**src/rtl/key_step_pkg.sv**
```systemverilog
// Shared types and default constants for the single-step key conditioner.
// Optional auto-run build is selected with KEY_STEP_AUTO_EN.
package key_step_pkg;

    typedef enum logic [1:0] {
        ST_IDLE     = 2'd0,
        ST_DB_PRESS = 2'd1,
        ST_HELD     = 2'd2,
        ST_DB_REL   = 2'd3
    } key_state_e;

    localparam int DEFAULT_DEBOUNCE_CYCLES = 500000;   // 10 ms at 50 MHz
    localparam int DEFAULT_CNT_W           = 16;
    localparam int DEFAULT_AUTO_DIV        = 25000000; // 0.5 s at 50 MHz

endpackage

```
**src/rtl/key_step_ctrl_if.sv**
```systemverilog
// Key / step bundle between the board-level key and the step consumer.
// auto_run exists only when KEY_STEP_AUTO_EN is defined.
interface key_step_ctrl_if #(
    parameter int CNT_W = 16
);
    logic             key_n;
    logic             step;
    logic [CNT_W-1:0] step_count;
    logic             key_held;
`ifdef KEY_STEP_AUTO_EN
    logic             auto_run;

    modport slave  (input  key_n, auto_run, output step, step_count, key_held);
    modport master (output key_n, auto_run, input  step, step_count, key_held);
`else
    modport slave  (input  key_n, output step, step_count, key_held);
    modport master (output key_n, input  step, step_count, key_held);
`endif
endinterface

```
**src/rtl/key_step_ctrl_sync_2ff.sv**
```systemverilog
// Single-bit two-flop synchronizer with a configurable reset value.
module sync_2ff #(
    parameter logic RESET_VAL = 1'b1
) (
    input  logic clk,
    input  logic reset,
    input  logic d_i,
    output logic q_o
);
    logic ff1_q;
    logic ff2_q;

    // NOTE: resetting to the idle level keeps downstream logic from seeing a false edge out of reset.
    always_ff @(posedge clk) begin
        if (reset) begin
            ff1_q <= RESET_VAL;
            ff2_q <= RESET_VAL;
        end else begin
            ff1_q <= d_i;
            ff2_q <= ff1_q;
        end
    end

    assign q_o = ff2_q;

endmodule

```
**src/rtl/key_step_ctrl.sv**
```systemverilog
// Push-button conditioner: synchronizer, debounce FSM and one-shot step strobe with a step counter.
// Define KEY_STEP_AUTO_EN to add the auto_run periodic step generator.
module key_step_ctrl
    import key_step_pkg::*;
#(
    parameter int DEBOUNCE_CYCLES = DEFAULT_DEBOUNCE_CYCLES,
    parameter int CNT_W           = DEFAULT_CNT_W
`ifdef KEY_STEP_AUTO_EN
    ,
    parameter int AUTO_DIV        = DEFAULT_AUTO_DIV
`endif
) (
    input logic            clk,
    input logic            reset,
    key_step_ctrl_if.slave bus
);

    localparam int              DB_W    = $clog2(DEBOUNCE_CYCLES);
    // The entry cycle into a debounce state is the first stable sample, so the last count is N-2.
    localparam logic [DB_W-1:0] DB_LAST = DB_W'(DEBOUNCE_CYCLES - 2);

    logic             key_s;
    key_state_e       state_q;
    logic [DB_W-1:0]  db_cnt_q;
    logic             key_held_q;
    logic             press_q;
    logic             step_d;
    logic             step_q;
    logic [CNT_W-1:0] step_count_q;

    sync_2ff #(
        .RESET_VAL(1'b1)
    ) u_sync (
        .clk  (clk),
        .reset(reset),
        .d_i  (bus.key_n),
        .q_o  (key_s)
    );

    always_ff @(posedge clk) begin
        if (reset) begin
            state_q    <= ST_IDLE;
            db_cnt_q   <= '0;
            key_held_q <= 1'b0;
            press_q    <= 1'b0;
        end else begin
            press_q <= 1'b0;
            case (state_q)
                ST_IDLE: begin
                    if (!key_s) begin
                        state_q  <= ST_DB_PRESS;
                        db_cnt_q <= '0;
                    end
                end
                ST_DB_PRESS: begin
                    if (key_s) begin
                        state_q <= ST_IDLE;
                    end else if (db_cnt_q == DB_LAST) begin
                        state_q    <= ST_HELD;
                        key_held_q <= 1'b1;
                        press_q    <= 1'b1;
                    end else begin
                        db_cnt_q <= db_cnt_q + DB_W'(1);
                    end
                end
                ST_HELD: begin
                    if (key_s) begin
                        state_q  <= ST_DB_REL;
                        db_cnt_q <= '0;
                    end
                end
                ST_DB_REL: begin
                    if (!key_s) begin
                        state_q <= ST_HELD;
                    end else if (db_cnt_q == DB_LAST) begin
                        state_q    <= ST_IDLE;
                        key_held_q <= 1'b0;
                    end else begin
                        db_cnt_q <= db_cnt_q + DB_W'(1);
                    end
                end
                default: state_q <= ST_IDLE;
            endcase
        end
    end

`ifdef KEY_STEP_AUTO_EN
    localparam int               DIV_W    = $clog2(AUTO_DIV);
    localparam logic [DIV_W-1:0] DIV_LAST = DIV_W'(AUTO_DIV - 1);

    logic [DIV_W-1:0] div_q;
    logic             auto_fire;

    assign auto_fire = bus.auto_run && (div_q == DIV_LAST);

    // Held at zero while auto_run is low, so the first pulse lands AUTO_DIV cycles after it rises.
    always_ff @(posedge clk) begin
        if (reset || !bus.auto_run || auto_fire) begin
            div_q <= '0;
        end else begin
            div_q <= div_q + DIV_W'(1);
        end
    end

    assign step_d = auto_fire | (press_q & ~bus.auto_run);
`else
    assign step_d = press_q;
`endif

    always_ff @(posedge clk) begin
        if (reset) begin
            step_q       <= 1'b0;
            step_count_q <= '0;
        end else begin
            step_q <= step_d;
            if (step_d) begin
                step_count_q <= step_count_q + CNT_W'(1);
            end
        end
    end

    assign bus.step       = step_q;
    assign bus.step_count = step_count_q;
    assign bus.key_held   = key_held_q;

endmodule

```
**src/flat_wrapper.sv**
```systemverilog
// flat-port wrapper written by rule: the top's interface ports become plain ports
module key_step_ctrl_flat import key_step_pkg::*;
#(
    parameter int DEBOUNCE_CYCLES = DEFAULT_DEBOUNCE_CYCLES,
    parameter int CNT_W           = DEFAULT_CNT_W

)
  (clk, reset, bus_key_n, bus_step, bus_step_count, bus_key_held);
  key_step_ctrl_if #(.CNT_W(CNT_W)) bus_i ();
  input logic clk;
  input logic reset;
  input wire logic [$bits(bus_i.key_n)-1:0] bus_key_n;
  output wire logic [$bits(bus_i.step)-1:0] bus_step;
  output wire logic [$bits(bus_i.step_count)-1:0] bus_step_count;
  output wire logic [$bits(bus_i.key_held)-1:0] bus_key_held;
  assign bus_i.key_n = bus_key_n;
  assign bus_step = bus_i.step;
  assign bus_step_count = bus_i.step_count;
  assign bus_key_held = bus_i.key_held;
  key_step_ctrl #(.DEBOUNCE_CYCLES(DEBOUNCE_CYCLES), .CNT_W(CNT_W)) u_core (.clk(clk), .reset(reset), .bus(bus_i));
endmodule
```
**config.mk**
```make
export PLATFORM = sky130hd
export DESIGN_NAME = key_step_ctrl_flat
export DESIGN_NICKNAME = d
export VERILOG_FILES = /design/src/rtl/key_step_pkg.sv /design/src/rtl/key_step_ctrl_if.sv /design/src/rtl/key_step_ctrl_sync_2ff.sv /design/src/rtl/key_step_ctrl.sv /design/src/flat_wrapper.sv
export SDC_FILE = /design/constraint.sdc
export NUM_CORES = 1
export LEC_CHECK = 0
export ABC_AREA = 1
export CAP_MARGIN = 25
export CORE_MARGIN = 1.5
export CORE_UTILIZATION = 35
export DETAILED_ROUTE_END_ITERATION = 12
export MAX_ROUTING_LAYER = met4
export PLACE_DENSITY_LB_ADDON = 0.12
export SKIP_LAST_GASP = 1
export SYNTH_ARGS = -nofsm -noshare
export SYNTH_HDL_FRONTEND = slang
export SYNTH_SLANG_ARGS = --single-unit
```
**constraint.sdc**
```tcl
create_clock -name clk -period 1.7 [get_ports clk]
set_input_delay 0.255 -clock clk [delete_from_list [all_inputs] [get_ports clk]]
set_output_delay 0.255 -clock clk [all_outputs]
set_load 0.01 [all_outputs]
```
Word-level counts from Yosys, hierarchy flattened
Index checks and enable logic that the tools add are counted.
{ "word_totals": {"register_bits": 42} }
{ "classes": {"addsub": 2, "eq_ne": 12, "mux": 19, "bitwise_logic": 1, "n_reduce_logical": 6} }
{ "ops": {"columns": ["cell", "count"], "rows": [
  ["two-way mux 19 bit", 5],
  ["one-hot mux 19 bit (4 select lines)", 1],
  ["adder 19 x 1 -> 19 bit (second input constant)", 1],
  ["== test 19 bit (second input constant)", 1],
  ["adder 16 x 1 -> 16 bit (second input constant)", 1],
  ["two-way mux 2 bit", 6],
  ["inequality test 2 bit (second input constant)", 4],
  ["one-hot mux 2 bit (4 select lines)", 1],
  ["AND reduction 4 bit", 2],
  ["inequality test 3 x 2 -> 1 bit (second input constant)", 2],
  ["two-way mux 1 bit", 5],
  ["AND reduction 5 bit", 1],
  ["== test 2 bit (second input constant)", 2],
  ["inequality test 2 x 1 -> 1 bit (second input constant)", 2],
  ["OR reduction 3 bit", 1],
  ["== test 2 x 1 -> 1 bit (second input constant)", 1],
  ["logical NOT 2 bit", 1],
  ["one-hot mux 1 bit (2 select lines)", 1],
  ["nonzero test 2 bit", 1],
  ["NOT 1 bit", 1]
]} }

Depth between registers and ports, before layout
Gate-level depths: netlist of run 1.
{ "depth": {"depth_word": 4, "ltp_mapped": 10} }

Hierarchy
A second synthesis of run 1 with hierarchy kept.
{ "unflattened": {"cells_unflattened": 355, "hier_area_um2": 2303.5} }
{ "modules_own_cells": {"columns": ["mod", "n_inst", "cells_each", "area_per_inst_um2"], "rows": [
  ["key_step_ctrl", 1, 348, 2244.7],
  ["sync_2ff", 1, 7, 58.8]
]} }

Worst setup path before layout of run 1
OpenSTA, ideal clock, no wires.
{ "synth_path": {"path_type": "register to register", "startpoint": "reg u_core.step_count_q[0] (netlist: u_core.bus.step_count[0])", "endpoint": "reg u_core.step_count_q[14] (netlist: u_core.bus.step_count[14])", "setup_time_ns": 0.117, "arrival_time_ns": 1.415, "required_time_ns": 1.583, "path_slack_ns": 0.168, "path_stages_with_launch": 9, "n_path_buf": 0, "synth_period_minus_slack_ns": 1.532, "cell_sequence": "dfxtp_1 ha_1 inv_1 nor3_1 nand2_1 nor2_1 nand2_1 o21ai_0 nor2_1"} }
{ "synth_between": {"elab_chain_cells": 1} }
{ "synth_rtl": {"columns": ["element", "line", "source"], "rows": [
  ["start, declared", "key_step_ctrl.sv:29", "logic [CNT_W-1:0] step_count_q;"],
  ["start signal, assigned", "key_step_ctrl.sv:117", "step_count_q <= step_count_q + CNT_W'(1);"],
  ["adder 16 x 1 -> 16 bit", "key_step_ctrl.sv:117", null]
]} }
No other way between the ends.
A chain may end at the register's enable or synchronous reset.

Worst setup path after layout of run 1
{ "layout_path": {"startpoint": "reg u_core.db_cnt_q[1]", "endpoint": "reg u_core.db_cnt_q[10]"} }
{ "layout_between": {"elab_chain_cells": 4, "word_cells_on_any_way": 6, "cone_classes": "add/sub: 1; eq/ne: 1; mux: 4"} }
{ "layout_rtl": {"columns": ["element", "line", "source"], "rows": [
  ["start, declared", "key_step_ctrl.sv:24", "logic [DB_W-1:0] db_cnt_q;"],
  ["start signal, assigned", "key_step_ctrl.sv:63", "db_cnt_q <= db_cnt_q + DB_W'(1);"],
  ["start signal, assigned", "key_step_ctrl.sv:79", "db_cnt_q <= db_cnt_q + DB_W'(1);"],
  ["adder 19 x 1 -> 19 bit or == test 19 bit (tied branches)", null, null],
  ["two-way mux 19 bit (*)", "key_step_ctrl.sv:58, key_step_ctrl.sv:75", null],
  ["two-way mux 19 bit, on equally long branches", "key_step_ctrl.sv:73, key_step_ctrl.sv:56", null],
  ["one-hot mux 19 bit (4 select lines) (*)", "key_step_ctrl.sv:48", "case (state_q)"]
]} }
Every way passes the cells marked *; elsewhere a longest branch is shown, timed or not. The select of a mux whose other input is x is not followed.

==> run metrics, run 1 <==
DP HPWL=4280 um; IO buf count=20; Clock Latency Late Sink=0.30 ns; Syn Std Cell Area=2370 sq um; post-CTS setup buffer count=0; skew final=roughly 0.0051 ns; max-slew violations=0; # clock sinks=between 40 and 50; Max Fclk=roughly 0.62 GHz; Core ar.=6460 sq um; Post-Layout Cell Count=481; DIE WIDTH=around 85 um; Overflow after GRT=0; post-route antenna net violation count=0; io pins=21; LEAKAGE=between 0.001 and 0.0015 uW; Critical Path Source=u_core.db_cnt_q[1]; TritonCTS clock tree=built; nets@finish=409; Worst slew margin=79.0%; Cell Pwr Density=663 nW/um^2; Post-DP Area=between 2000 and 3000 sq um; layout cells sized above 1=between 10% and 20%; die area=7270 sq um; final core utilization=43.8%; final period utilization=a little over nine tenths; status=complete, no violations; Clock Path Buffers=2; Worst Path Max Fanout=6; setup violators final=0; Total Routing Usage GR=17.8%; Hold Buf Count CTS=0; r2r setup slk=0.08 ns; RSZ-0062 raised after global routing=yes; Synth Flop Type=dfxtp_1; vias in the first global route=2221; GP Congestion=0.935; initial antenna violation count=0; CP Data Required Time=1.89 ns; Yosys Warn Count=0; Starting DRT DRC Count=110; CP Class=flip-flop to flip-flop; Die Height=between 80 and 90 um; routed wire length=5850 um; #FFs+latches synth=42; filler instances=711; global-route wire length before repair=10000 um; R2R cell count=10; H-tree depth=2; CP startpoint kind=flip-flop; post-synthesis cell count=370; Remaining DRCs=0; crit path time final=~1.6 ns; Max Cap Violations=0; largest net degree at the start of global routing=20; Root Buffer=clkbuf_8; FF/Latch Area=842 sq um; Hold Violations, Final=0; hold_ws=around 0.42 ns; Starting Density=36.7%; Multi-input gate area=between 1000 and 1500 sq um; Clk pin slew, worst setup/hold paths=0.09 ns; cts bufs inserted=5; Vias=2340; worst r2r src=u_core.db_cnt_q[1]; commonest cells after routing, fill and taps aside=nand2_1 (107), nor2_1 (56), inv_1 (45); Hold Crit Class=flip-flop to flip-flop; crit end category=flip-flop; vias per std cell=a little under 5; Syn Area/Cell=around 6.4 sq um; Max IR drop VDD=0.242 mV; EDFF count, synth=0; 1st-pass router iterations=4; Least-Margin Pin Slew=0.315 ns; Async SR Flop Fraction=0%; top area cells in the synthesized netlist=dfxtp_1 (35%), nand2_1 (17%), nor2_1 (9.2%); commonest non-fill, non-tap cell in the layout=nand2_1; design area=2830 sq um; Synth cell types=33; WL/cell=between 10 and 15 um; Layout area overhead=19.4%; Rows=29; crit path capture=u_core.db_cnt_q[10]; Yosys top cell by area=dfxtp_1; Crit path arrival time=1.81 ns; WHS Path Cells=1; Syn Nets=376; Seq/Total Area, Yosys=between 30 and 40%; Synth top area share=a little over a third; n_diodes=0; Placed Cells=473; Reg2Reg Capture Point=u_core.db_cnt_q[10]
[power by group]
part           switching [uW]  internal [uW]  leakage (uW)  total (uW)
Sequential               2.44            986      0.000339         988
Combinational            41.8           21.3      0.000704        63.1
Clock                     385            441     0.0000585         825
Total                     429           1450       0.00110        1880
[worst min-delay path by stage]
stage / start / to / slack (ns)
after floorplan: bus_key_n / u_core.u_sync.ff1_q / 0.36
after global placement: u_core.u_sync.ff1_q / u_core.u_sync.q_o / 0.40
final: u_core.u_sync.ff1_q / u_core.u_sync.q_o / 0.42
after detailed placement: u_core.u_sync.ff1_q / u_core.u_sync.q_o / 0.40
after global routing: u_core.u_sync.ff1_q / u_core.u_sync.q_o / 0.44
after CTS: u_core.u_sync.ff1_q / u_core.u_sync.q_o / 0.43
[metrics by stage]
stage               total power (uW)  worst slack [ns]  TNS, ns
floorplan                       1050             0.168        0
global placement                1080            0.0596        0
detailed placement              1070            0.0612        0
CTS                             1910            0.0338        0
global route                    1950          -0.00973  -0.0239
finish                          1880            0.0841        0
[flip-flops by register name, indices dropped and copies added (netlist names), named ones only]
name,flops
u_core.db_cnt_q,19
u_core.bus.step_count,16
u_core.bus.key_held,1
u_core.bus.step,1
u_core.press_q,1
u_core.state_q,1
u_core.u_sync.ff1_q,1
u_core.u_sync.q_o,1
[metal layers]
metal,vias to the layer above,part of all wire [%],global-route usage (%),wire [um]
met5,-,0,-,0
met2,49,47,29.1,2720
li1,1240,-,-,-
met1,1041,48,22.5,2790
met4,0,1.5,5.57,85
met3,10,4.3,3.02,252
[kinds of logic after synthesis]
family          after synthesis  synth area share, %
fa+ha+maj                     3                 1.58
buf+inv                      53                 9.40
xor+xnor                      2                0.740
compound gates               43                 10.2
simple gates                227                 42.5
flops                        42                 35.5
[synth_stat cells, drive strengths merged (3+ instances only)]
cell type,number
nand2,112
nor2,66
inv,47
dfxtp,42
a21oi,28
nand3,23
nor3,12
o21ai,11
nand4,6
buf,3
ha,3
nand3b,3
[final cells by class]
cell class              count  share of cell area (%)
clock buffers               5                    2.43
well taps                  77                    3.41
repair buffers             31                    10.0
flip-flops and latches     42                    29.8
inverters                  48                    6.37
clock inverters             3                    1.55
multi-input cells         275                    46.5
[repair_timing]
action / CTS / global route
gates resized for setup: 0 / 4
endpoints found under the setup margin: 0 / 14
endpoints found under the hold margin: 0 / 0
[worst max-delay path, stage by stage (launching register included)]
cell     delay, ns
dfxtp_1       0.40
ha_1          0.19
nand2_1       0.10
nor2_2        0.17
nand2_2       0.13
inv_1         0.10
nand2_1       0.07
nand2_1       0.06
inv_1         0.04
nor3_1        0.17
nor2_1        0.07
(Power assumes the default switching activity.)
==> run 2, diff against run 1 <==
--- a/config.mk
+++ b/config.mk
@@ -7,7 +7,6 @@
 export LEC_CHECK = 0
 export ABC_AREA = 1
 export CAP_MARGIN = 25
-export CORE_MARGIN = 1.5
 export CORE_UTILIZATION = 35
 export DETAILED_ROUTE_END_ITERATION = 12
 export MAX_ROUTING_LAYER = met4
==> run metrics, run 2 (same netlist as run 1, synthesis figures left out) <==
status=complete, no violations; crit path time final=roughly 1.5 ns; CP Data Required Time=1.93 ns; Total Routing Usage GR=18.3%; Vias=2282; RSZ-0062 raised after global routing=yes; worst path bufs/invs=2; cts bufs inserted=5; Worst Path Max Fanout=7; WL/cell=12.1 um; crit path cell chain=inv_1 -> ha_1 -> and3_2 -> nand3_1 -> nor2_2 -> nor2_2 -> buf_4 -> nand2_1 -> a21oi_1; met1 GRT Util=22.8%; initial antenna violation count=0; max incr delay on CP=~0.36 ns; Least-Margin Pin Slew=0.321 ns; commonest cells after routing, fill and taps aside=nand2_1 (107), nor2_1 (56), inv_1 (45); Hold Crit Class=flip-flop to flip-flop; cell mode on critical path=nor2_2; Cell Pwr Density=615 nW/um^2; Hold Violations, Final=0; crit end category=flip-flop; io pins=21; vias per std cell=4.76; Core ar.=6460 sq um; Max Fclk=0.646 GHz; GP Congestion=0.848; GRT busiest layer=met2; TritonCTS clock tree=built; max reg flops=19; Clock Latency Late Sink=0.29 ns; Crit path arrival time=1.78 ns; Overflow after GRT=0; IO buf count=20; # clock sinks=42; vias in the first global route=2149; Layout area overhead=19.2%; routed wire length=slightly below 6000 um; Remaining DRCs=0; GR Layer Usage met2=30.0%; DP HPWL=4130 um; Worst slew margin=around four fifths; M3 GR Usage=3.24%; DIE WIDTH=roughly 84 um; setup violators final=0; 1st-pass router iterations=4; largest net degree at the start of global routing=24; TNS Setup=0 ns; Starting DRT DRC Count=106; Largest Register=u_core.db_cnt_q; H-tree depth=2; hold_ws=roughly 0.42 ns; Max IR drop VDD=about 0.37 mV; CP Class=flip-flop to flip-flop; r2r setup slk=0.15 ns; n_diodes=0; die area=7100 sq um; Clock Path Buffers=2; Max Cap Violations=0; post-CTS setup buffer count=0; Starting Density=between 30% and 40%; LEAKAGE=around 0.0011 uW; cell family with most CP delay=simple AND/OR/NAND/NOR gates; Rows=29; nets@finish=407; max-slew violations=0; final period utilization=slightly above 90%; layout cells sized above 1=12.9%; skew final=0.00658 ns; Worst path slowest cell=dfxtp_2; final core utilization=~44%; CP startpoint kind=flip-flop; Die Height=~84 um; setup ws final=between 0.15 and 0.2 ns; Clk pin slew, worst setup/hold paths=0.09 ns; post-route antenna net violation count=0; DP Worst Slack=0.0493 ns; commonest non-fill, non-tap cell in the layout=nand2_1; global-route wire length before repair=10000 um; Root Buffer=clkbuf_8
[run 2: cell types whose count changed in the layout (fill, tap and decap cells not counted), sizes merged]
cell      change
buf           -2
clkinvlp      +2
clkinv        -1
bufinv        -1
[run 2: power breakdown]
part	switching, uW	internal [uW]	leakage (uW)
clock network	389	294	0.0000408
logic	42.1	22.9	0.000712
registers	2.48	986	0.000341
[run 2: worst paths after layout]
check | from | end | cells past startpoint
min reg2reg | u_core.u_sync.ff1_q | u_core.u_sync.q_o | 1
max | u_core.db_cnt_q[0] | u_core.db_cnt_q[6] | 9
min | u_core.u_sync.ff1_q | u_core.u_sync.q_o | 1
max reg2reg | u_core.db_cnt_q[0] | u_core.db_cnt_q[6] | 9
[run 2: cell type report]
cell class                 count  area [sq um]
fill                         697          3640
multi-input combinational    275          1330
sequential                    42           846
timing repair buffer          29           280
inverter                      48           180
tap                           77          96.3
clock buffer                   5          68.8
clock inverter                 3          23.8
[run 2: routing by layer]
layer	part of all wire (%)	vias up	wire, um
met4	1.0	0	59
met3	3.2	4	185
met1	50	1013	2900
met5	0	-	0
li1	-	1228	-
met2	46	37	2670
[run 2: stage by stage]
| stage | instance area, sq um | cells | total power, uW |
|---|---|---|---|
| 6_report | 2820 | 479 | 1740 |
| 5_1_grt | 2820 | 479 | 1810 |
| 3_3_place_gp | 2700 | 471 | 1080 |
| 2_1_floorplan | 2370 | 370 | 1050 |
| 3_5_place_dp | 2700 | 471 | 1080 |
| 4_1_cts | 2800 | 479 | 1770 |
[run 2: what timing repair did]
item,CTS,global route
endpoints found under the setup margin,0,14
hold buffers,0,0
resized for setup,0,10
